**config.mk**
```make
export PLATFORM = sky130hd
export DESIGN_NAME = mips_mmio_timer
export DESIGN_NICKNAME = d
export VERILOG_FILES = /design/src/rtl/mips_mmio_timer.sv
export SDC_FILE = /design/constraint.sdc
export NUM_CORES = 1
export LEC_CHECK = 0
export CORE_MARGIN = 10
export CORE_UTILIZATION = 59
export CTS_BUF_LIST = sky130_fd_sc_hd__clkbuf_2 sky130_fd_sc_hd__clkbuf_4 sky130_fd_sc_hd__clkbuf_8
export DETAILED_ROUTE_END_ITERATION = 10
export PLACE_DENSITY_LB_ADDON = 0.3
export SLEW_MARGIN = 20
export SYNTH_ARGS = -nofsm -noshare
export SYNTH_HDL_FRONTEND = slang
export SYNTH_SLANG_ARGS = --single-unit
export TNS_END_PERCENT = 10
```
**constraint.sdc**
```tcl
create_clock -name clk -period 7 [get_ports clk]
set_input_delay 2.1 -clock clk [delete_from_list [all_inputs] [get_ports clk]]
set_output_delay 2.1 -clock clk [all_outputs]
set_load 0.005 [all_outputs]
```
**src/rtl/mips_mmio_timer.sv**
```systemverilog
`default_nettype none
// ============================================================================
// Module   : mips_mmio_timer
// Purpose  : MMIO responder for the data-memory bus. Implements a small
//            register-mapped down-counting timer with a prescaler. It returns
//            registered read data, flags unmapped or misaligned accesses, and
//            drives a level interrupt toward the core.
// Revision : 1.0 - initial release
// ----------------------------------------------------------------------------
// Ports
//   clk                    in   1   core clock
//   rst_n                  in   1   synchronous reset, active-low
//   data_mmio_wr_addr_val  in   1   write strobe for the MMIO region
//   data_mmio_wr_addr      in   32  write byte offset within the MMIO region
//   mmio_wr_data           in   32  write data
//   data_mmio_rd_addr_val  in   1   read strobe for the MMIO region
//   data_mmio_rd_addr      in   32  read byte offset within the MMIO region
//   mmio_rd_data           out  32  registered read data
//   mmio_rd_data_val       out  1   one-cycle pulse, mmio_rd_data valid
//   mmio_wr_resp_error     out  1   one-cycle pulse, previous write was bad
//   mmio_rd_resp_error     out  1   one-cycle pulse, previous read was bad
//   timer_irq              out  1   level interrupt (EXPIRED & IRQ_EN)
// ----------------------------------------------------------------------------
// Register map (byte offsets, word aligned)
//   0x00 CTRL     bit0 EN, bit1 AUTO_RELOAD, bit2 IRQ_EN
//   0x04 LOAD     reload value
//   0x08 COUNT    live count; write loads it and clears the prescaler counter
//   0x0C STATUS   bit0 EXPIRED, write-1-to-clear
//   0x10 PRESCALE low PRESCALE_W bits
//   0x14 CYCLES   free-running cycle counter, read-only
//                 (only when MIPS_MMIO_CYCLE_CNT_EN is defined)
// Optional feature macro: MIPS_MMIO_CYCLE_CNT_EN
// ============================================================================
module mips_mmio_timer #(
    parameter int unsigned PRESCALE_W = 16,
    parameter logic [31:0] RESET_LOAD = 32'h0000_FFFF
) (
    input  logic        clk,
    input  logic        rst_n,
    input  logic        data_mmio_wr_addr_val,
    input  logic [31:0] data_mmio_wr_addr,
    input  logic [31:0] mmio_wr_data,
    input  logic        data_mmio_rd_addr_val,
    input  logic [31:0] data_mmio_rd_addr,
    output logic [31:0] mmio_rd_data,
    output logic        mmio_rd_data_val,
    output logic        mmio_wr_resp_error,
    output logic        mmio_rd_resp_error,
    output logic        timer_irq
);

    localparam logic [31:0] c_OFF_CTRL     = 32'h0000_0000;
    localparam logic [31:0] c_OFF_LOAD     = 32'h0000_0004;
    localparam logic [31:0] c_OFF_COUNT    = 32'h0000_0008;
    localparam logic [31:0] c_OFF_STATUS   = 32'h0000_000C;
    localparam logic [31:0] c_OFF_PRESCALE = 32'h0000_0010;
`ifdef MIPS_MMIO_CYCLE_CNT_EN
    localparam logic [31:0] c_OFF_CYCLES   = 32'h0000_0014;
    localparam logic [31:0] c_ADDR_BOUND   = 32'h0000_0018;
`else
    localparam logic [31:0] c_ADDR_BOUND   = 32'h0000_0014;
`endif

    // ------------------------------------------------------------------------
    // State
    // ------------------------------------------------------------------------
    logic [2:0]            r_ctrl_q,     w_ctrl_d;
    logic [31:0]           r_load_q,     w_load_d;
    logic [31:0]           r_count_q,    w_count_d;
    logic                  r_expired_q,  w_expired_d;
    logic [PRESCALE_W-1:0] r_prescale_q, w_prescale_d;
    logic [PRESCALE_W-1:0] r_pcnt_q,     w_pcnt_d;
    logic [31:0]           r_rd_data_q,  w_rd_data_d;
    logic                  r_rd_val_q,   w_rd_val_d;
    logic                  r_rd_err_q,   w_rd_err_d;
    logic                  r_wr_err_q,   w_wr_err_d;
`ifdef MIPS_MMIO_CYCLE_CNT_EN
    logic [31:0]           r_cycles_q,   w_cycles_d;
`endif

    // ------------------------------------------------------------------------
    // Address decode
    // ------------------------------------------------------------------------
    logic w_wr_bad, w_rd_bad, w_wr_ok;
    logic w_wr_ctrl, w_wr_load, w_wr_count, w_wr_status, w_wr_prescale;

    assign w_wr_bad = (data_mmio_wr_addr >= c_ADDR_BOUND) || (data_mmio_wr_addr[1:0] != 2'b00);
    assign w_rd_bad = (data_mmio_rd_addr >= c_ADDR_BOUND) || (data_mmio_rd_addr[1:0] != 2'b00);
    assign w_wr_ok  = data_mmio_wr_addr_val & ~w_wr_bad;

    assign w_wr_ctrl     = w_wr_ok && (data_mmio_wr_addr == c_OFF_CTRL);
    assign w_wr_load     = w_wr_ok && (data_mmio_wr_addr == c_OFF_LOAD);
    assign w_wr_count    = w_wr_ok && (data_mmio_wr_addr == c_OFF_COUNT);
    assign w_wr_status   = w_wr_ok && (data_mmio_wr_addr == c_OFF_STATUS);
    assign w_wr_prescale = w_wr_ok && (data_mmio_wr_addr == c_OFF_PRESCALE);

    // ------------------------------------------------------------------------
    // Read mux: always sources the pre-write register values, so a read and a
    // write to the same register in one cycle returns the old contents.
    // Unmapped or misaligned offsets fall through to zero.
    // ------------------------------------------------------------------------
    logic [31:0] w_rd_value;

    always_comb begin
        w_rd_value = '0;
        case (data_mmio_rd_addr)
            c_OFF_CTRL:     w_rd_value[2:0] = r_ctrl_q;
            c_OFF_LOAD:     w_rd_value = r_load_q;
            c_OFF_COUNT:    w_rd_value = r_count_q;
            c_OFF_STATUS:   w_rd_value[0] = r_expired_q;
            c_OFF_PRESCALE: w_rd_value[PRESCALE_W-1:0] = r_prescale_q;
`ifdef MIPS_MMIO_CYCLE_CNT_EN
            c_OFF_CYCLES:   w_rd_value = r_cycles_q;
`endif
            default:        w_rd_value = '0;
        endcase
    end

    // ------------------------------------------------------------------------
    // Timer next-state
    // ------------------------------------------------------------------------
    logic w_run, w_tick, w_tick_eff, w_expire;

    always_comb begin
        // A CTRL write that clears EN stops the timer in the same cycle, so any
        // tick that would have fired at this edge is dropped.
        w_run    = r_ctrl_q[0] & ~(w_wr_ctrl & ~mmio_wr_data[0]);
        w_tick   = 1'b0;
        w_pcnt_d = r_pcnt_q;
        if (w_run) begin
            if (r_pcnt_q == r_prescale_q) begin
                w_tick   = 1'b1;
                w_pcnt_d = '0;
            end else begin
                w_pcnt_d = r_pcnt_q + PRESCALE_W'(1);
            end
        end

        // A COUNT write overrides the whole tick (count, expiry and EN clear).
        w_tick_eff = w_tick & ~w_wr_count;
        w_expire   = 1'b0;
        w_ctrl_d   = r_ctrl_q;
        w_count_d  = r_count_q;
        if (w_tick_eff) begin
            if (r_count_q != 32'd0) begin
                w_count_d = r_count_q - 32'd1;
            end else begin
                w_expire = 1'b1;
                if (r_ctrl_q[1]) begin
                    w_count_d = r_load_q;
                end else begin
                    w_ctrl_d[0] = 1'b0;
                end
            end
        end

        // Register writes take priority over the timer's own updates.
        if (w_wr_ctrl) begin
            w_ctrl_d = mmio_wr_data[2:0];
        end
        if (w_wr_count) begin
            w_count_d = mmio_wr_data;
            w_pcnt_d  = '0;
        end
        w_load_d     = w_wr_load ? mmio_wr_data : r_load_q;
        w_prescale_d = w_wr_prescale ? mmio_wr_data[PRESCALE_W-1:0] : r_prescale_q;

        // New expiry wins over a simultaneous write-1-to-clear.
        w_expired_d = (r_expired_q & ~(w_wr_status & mmio_wr_data[0])) | w_expire;

        // Bus responses.
        w_rd_val_d  = data_mmio_rd_addr_val;
        w_rd_err_d  = data_mmio_rd_addr_val & w_rd_bad;
        w_rd_data_d = data_mmio_rd_addr_val ? w_rd_value : r_rd_data_q;
        w_wr_err_d  = data_mmio_wr_addr_val & w_wr_bad;
    end

`ifdef MIPS_MMIO_CYCLE_CNT_EN
    assign w_cycles_d = r_cycles_q + 32'd1;
`endif

    // ------------------------------------------------------------------------
    // Registers
    // ------------------------------------------------------------------------
    always_ff @(posedge clk) begin
        if (!rst_n) begin
            r_ctrl_q     <= '0;
            r_load_q     <= RESET_LOAD;
            r_count_q    <= RESET_LOAD;
            r_expired_q  <= 1'b0;
            r_prescale_q <= '0;
            r_pcnt_q     <= '0;
            r_rd_data_q  <= '0;
            r_rd_val_q   <= 1'b0;
            r_rd_err_q   <= 1'b0;
            r_wr_err_q   <= 1'b0;
`ifdef MIPS_MMIO_CYCLE_CNT_EN
            r_cycles_q   <= '0;
`endif
        end else begin
            r_ctrl_q     <= w_ctrl_d;
            r_load_q     <= w_load_d;
            r_count_q    <= w_count_d;
            r_expired_q  <= w_expired_d;
            r_prescale_q <= w_prescale_d;
            r_pcnt_q     <= w_pcnt_d;
            r_rd_data_q  <= w_rd_data_d;
            r_rd_val_q   <= w_rd_val_d;
            r_rd_err_q   <= w_rd_err_d;
            r_wr_err_q   <= w_wr_err_d;
`ifdef MIPS_MMIO_CYCLE_CNT_EN
            r_cycles_q   <= w_cycles_d;
`endif
        end
    end

    assign mmio_rd_data       = r_rd_data_q;
    assign mmio_rd_data_val   = r_rd_val_q;
    assign mmio_rd_resp_error = r_rd_err_q;
    assign mmio_wr_resp_error = r_wr_err_q;
    assign timer_irq          = r_expired_q & r_ctrl_q[2];

endmodule

`default_nettype wire

```
==> qor.txt <==
Outcome - finished, final reports clean
Highest-count cells in the layout ignoring fill and taps - sky130_fd_sc_hd__clkdlybuf4s50_1, sky130_fd_sc_hd__dfxtp_1, sky130_fd_sc_hd__nand2_1
Clk slew on worst S/H paths - 0.08 ns
Port buffer count - 135
Number of buffers created by CTS - 17
Overall via count from detail_route - 7495
Hold EP - mmio_rd_data[3]
Setup repair after global routing missed its margin - false
Pin count of the biggest net entering global routing - 46
Max-slew violation count - 0
Layout cell share with drive strength beyond 1 - 7.67%
Cells after Synth - 879
Count of hold-fix buffers inserted at cts - 0
Core utilization of the finished layout - 75.3%
Crit Reg-Reg Startpoint - r_count_q[16]
Net count of the mapped netlist - 982
Post-layout net count - 1081
Clock sinks - 135
Starting density of the core - 60.4%
Number of detailed-route iterations in the first pass - 8
Endpoint of the lowest-slack register-to-register path - r_count_q[14]
Final cycle utilization of the critical path - 73.7%
HPWL after detailed placement - 15500 µm
Largest buffer count on any clock path - 2
Min-delay worst type - flop to flop
Area Growth Syn to Fin - 24.8%
Number of placement rows - 40
Final hold violation count - 0
Vias in the first global route - 7134
Hold path cells - 2
Max FO, Critical Path - 18
Routing usage on met2 - 41.9%
Arrival @ worst endpoint - 5.51 ns
Initial detailed-routing violation count - 971
RePlAce Congestion - 0.934
Horizontal die dimension - 131 µm
Met1 track demand over resource - 31.9%
Startpoint of the most critical hold path - mmio_rd_data[3]
Synth warn - 0
Count of cells along the worst register-to-register path - 6
Shortest clock period the worst path allows after layout - 5.16 ns
Crit. End Element - flop
Die Y-Extent - 131 µm
Unique cell type count in the Yosys netlist - 62
Initial antenna violation count - 0
DIE AREA - 17100 µm²
Wire length of the first global-routing pass - 35900 µm
DRC viols - 0
Setup violation total in the final timing report - 0
Total GRT Usage - 26.1%
Prevailing post-synth register cell - sky130_fd_sc_hd__dfxtp_1
Maximum operating frequency - 0.194 GHz
Post-DR vias/cell - 6.59
Worst vdd rail ir drop - 0.000152 V
Required @ worst endpoint - 7.34 ns
Post-CTS setup-driven buffer insertion count - 0
Slew of the pin with the lowest slew margin - 0.948 ns
Fraction of synthesis flops using an asynchronous set or reset pin - 0%
Syn Area/Cell - 8.25 µm²
Total negative slack - 0 ns
Count of max-cap constraint violations - 0
ANT cells - 0
Number of synthesized register bits - 135
Worst-case headroom to the max-slew limit - 36.4%
Quantity of gates resized following cts - 0
Power density over the cells - 175 nW/µm²
Sequential fraction of the synthesis area - 37.3%
CTS tree - done
Remaining Overflow, GRT - 0
Crit start category - input pin
Wirelength, routed - 22700 µm
Number of flops mapped to enable cells by yosys - 0
Clock tree root driver cell - sky130_fd_sc_hd__clkbuf_8
Standby leakage power - 3.33 nW
I/O pins - 136
Number of levels the H-tree was split into - 4
DR WL/cell - 20.0 µm
Total standard cell area after synthesis - 7250 µm²
Antenna Violating Nets Remaining - 0
WS Path Type - input pin to flop
Max Clock Skew - 0.0107 ns
Core ar. - 12000 µm²
Clock latency at the later pin of the worst-skew pair - 0.46 ns
R2R Setup Slk - 3.63 ns
Met3 track utilization from global routing - 7.21%
GRT Max-Usage Layer - met2
power breakdown:
| group | internal (mW) | switching (mW) |
|---|---|---|
| registers | 0.773 | 0.00227 |
| clock network | 0.384 | 0.312 |
| logic | 0.0670 | 0.0468 |
registers in the layout, summed over array words and instances, names as in the netlist:
| name | flops |
|---|---|
| mmio_rd_data | 32 |
| mmio_rd_data_val | 1 |
| mmio_rd_resp_error | 1 |
| mmio_wr_resp_error | 1 |
| r_count_q | 32 |
| r_ctrl_q | 3 |
| r_expired_q | 1 |
| r_load_q | 32 |
| r_pcnt_q | 16 |
| r_prescale_q | 16 |
area by class of cell:
class | count | area (µm²)
clock buffer | 21 | 283
clock inverter | 11 | 146
fill | 920 | 2960
inverter | 17 | 63.8
multi-input combinational | 659 | 4220
sequential | 135 | 2700
tap | 147 | 184
timing repair buffer | 148 | 1450
cell usage after synthesis, drive strengths merged, types with 5 or more instances:
| cell | n | share of area (%) |
|---|---|---|
| a211oi | 16 | 1.7 |
| a21oi | 45 | 3.1 |
| a222oi | 13 | 1.8 |
| a22oi | 16 | 1.7 |
| a2bb2oi | 12 | 1.4 |
| a31oi | 9 | 0.78 |
| and2 | 6 | 0.52 |
| and3 | 9 | 0.78 |
| and4 | 7 | 0.85 |
| buf | 16 | 1.8 |
| clkbuf | 52 | 2.7 |
| dfxtp | 135 | 37 |
| inv | 17 | 0.88 |
| mux2 | 10 | 1.9 |
| mux2i | 33 | 4.6 |
| nand2 | 97 | 5.0 |
| nand2b | 14 | 1.2 |
| nand3 | 34 | 2.3 |
| nand4 | 28 | 2.4 |
| nor2 | 70 | 3.6 |
| nor3 | 24 | 1.7 |
| nor4 | 33 | 2.9 |
| o211ai | 13 | 1.4 |
| o21ai | 39 | 2.7 |
| o31a | 5 | 0.60 |
| o31ai | 20 | 2.1 |
| or3 | 15 | 1.4 |
| or4 | 10 | 1.2 |
| xnor2 | 24 | 2.9 |
| xor2 | 17 | 2.1 |
metrics by stage:
step | hold slack, ns | power [mW] | area, µm² | setup WS, ns | instances
final | 0.455 | 1.58 | 9050 | 1.84 | 1138
after global placement | 0.438 | 0.904 | 8600 | 1.59 | 1106
after floorplan | 0.440 | 0.823 | 7250 | 2.56 | 879
after detailed placement | 0.445 | 0.905 | 8610 | 1.49 | 1106
after CTS | 0.464 | 1.58 | 9040 | 1.93 | 1138
after global routing | 0.489 | 1.63 | 9050 | 1.75 | 1138
logic make-up after synthesis:
logic type / Yosys count / share of synthesized area, %
xor+xnor: 41 / 4.95
buf+inv: 85 / 5.33
mux: 43 / 6.42
simple gates: 361 / 25.5
compound gates: 211 / 20.0
fa+ha+maj: 3 / 0.518
flops: 135 / 37.3
worst max path at each step:
stage                                    start             to
after floorplan           data_mmio_wr_addr[1]  r_count_q[10]
after global placement    data_mmio_wr_addr[1]  r_count_q[14]
after detailed placement  data_mmio_wr_addr[1]  r_count_q[14]
after CTS                 data_mmio_wr_addr[1]  r_count_q[14]
after global routing      data_mmio_wr_addr[0]  r_count_q[14]
final                     data_mmio_wr_addr[1]  r_count_q[14]
worst max-delay path, stage by stage:
cell and delay [ns]:
sky130_fd_sc_hd__clkdlybuf4s50_1 0.41, sky130_fd_sc_hd__or4b_1 0.60, sky130_fd_sc_hd__or4_1 0.47, sky130_fd_sc_hd__nor4_1 0.57, sky130_fd_sc_hd__a2111o_1 0.37, sky130_fd_sc_hd__nand2_1 0.50
sky130_fd_sc_hd__o32a_1 0.48
per-layer routing:
layer	vias up	part of all wire, %	wire length, µm
met3	67	10	2350
met4	0	3.5	802
met5	-	0	0
li1	3475	-	-
met1	3499	39	8930
met2	454	47	10700
(Power assumes the default switching activity.)
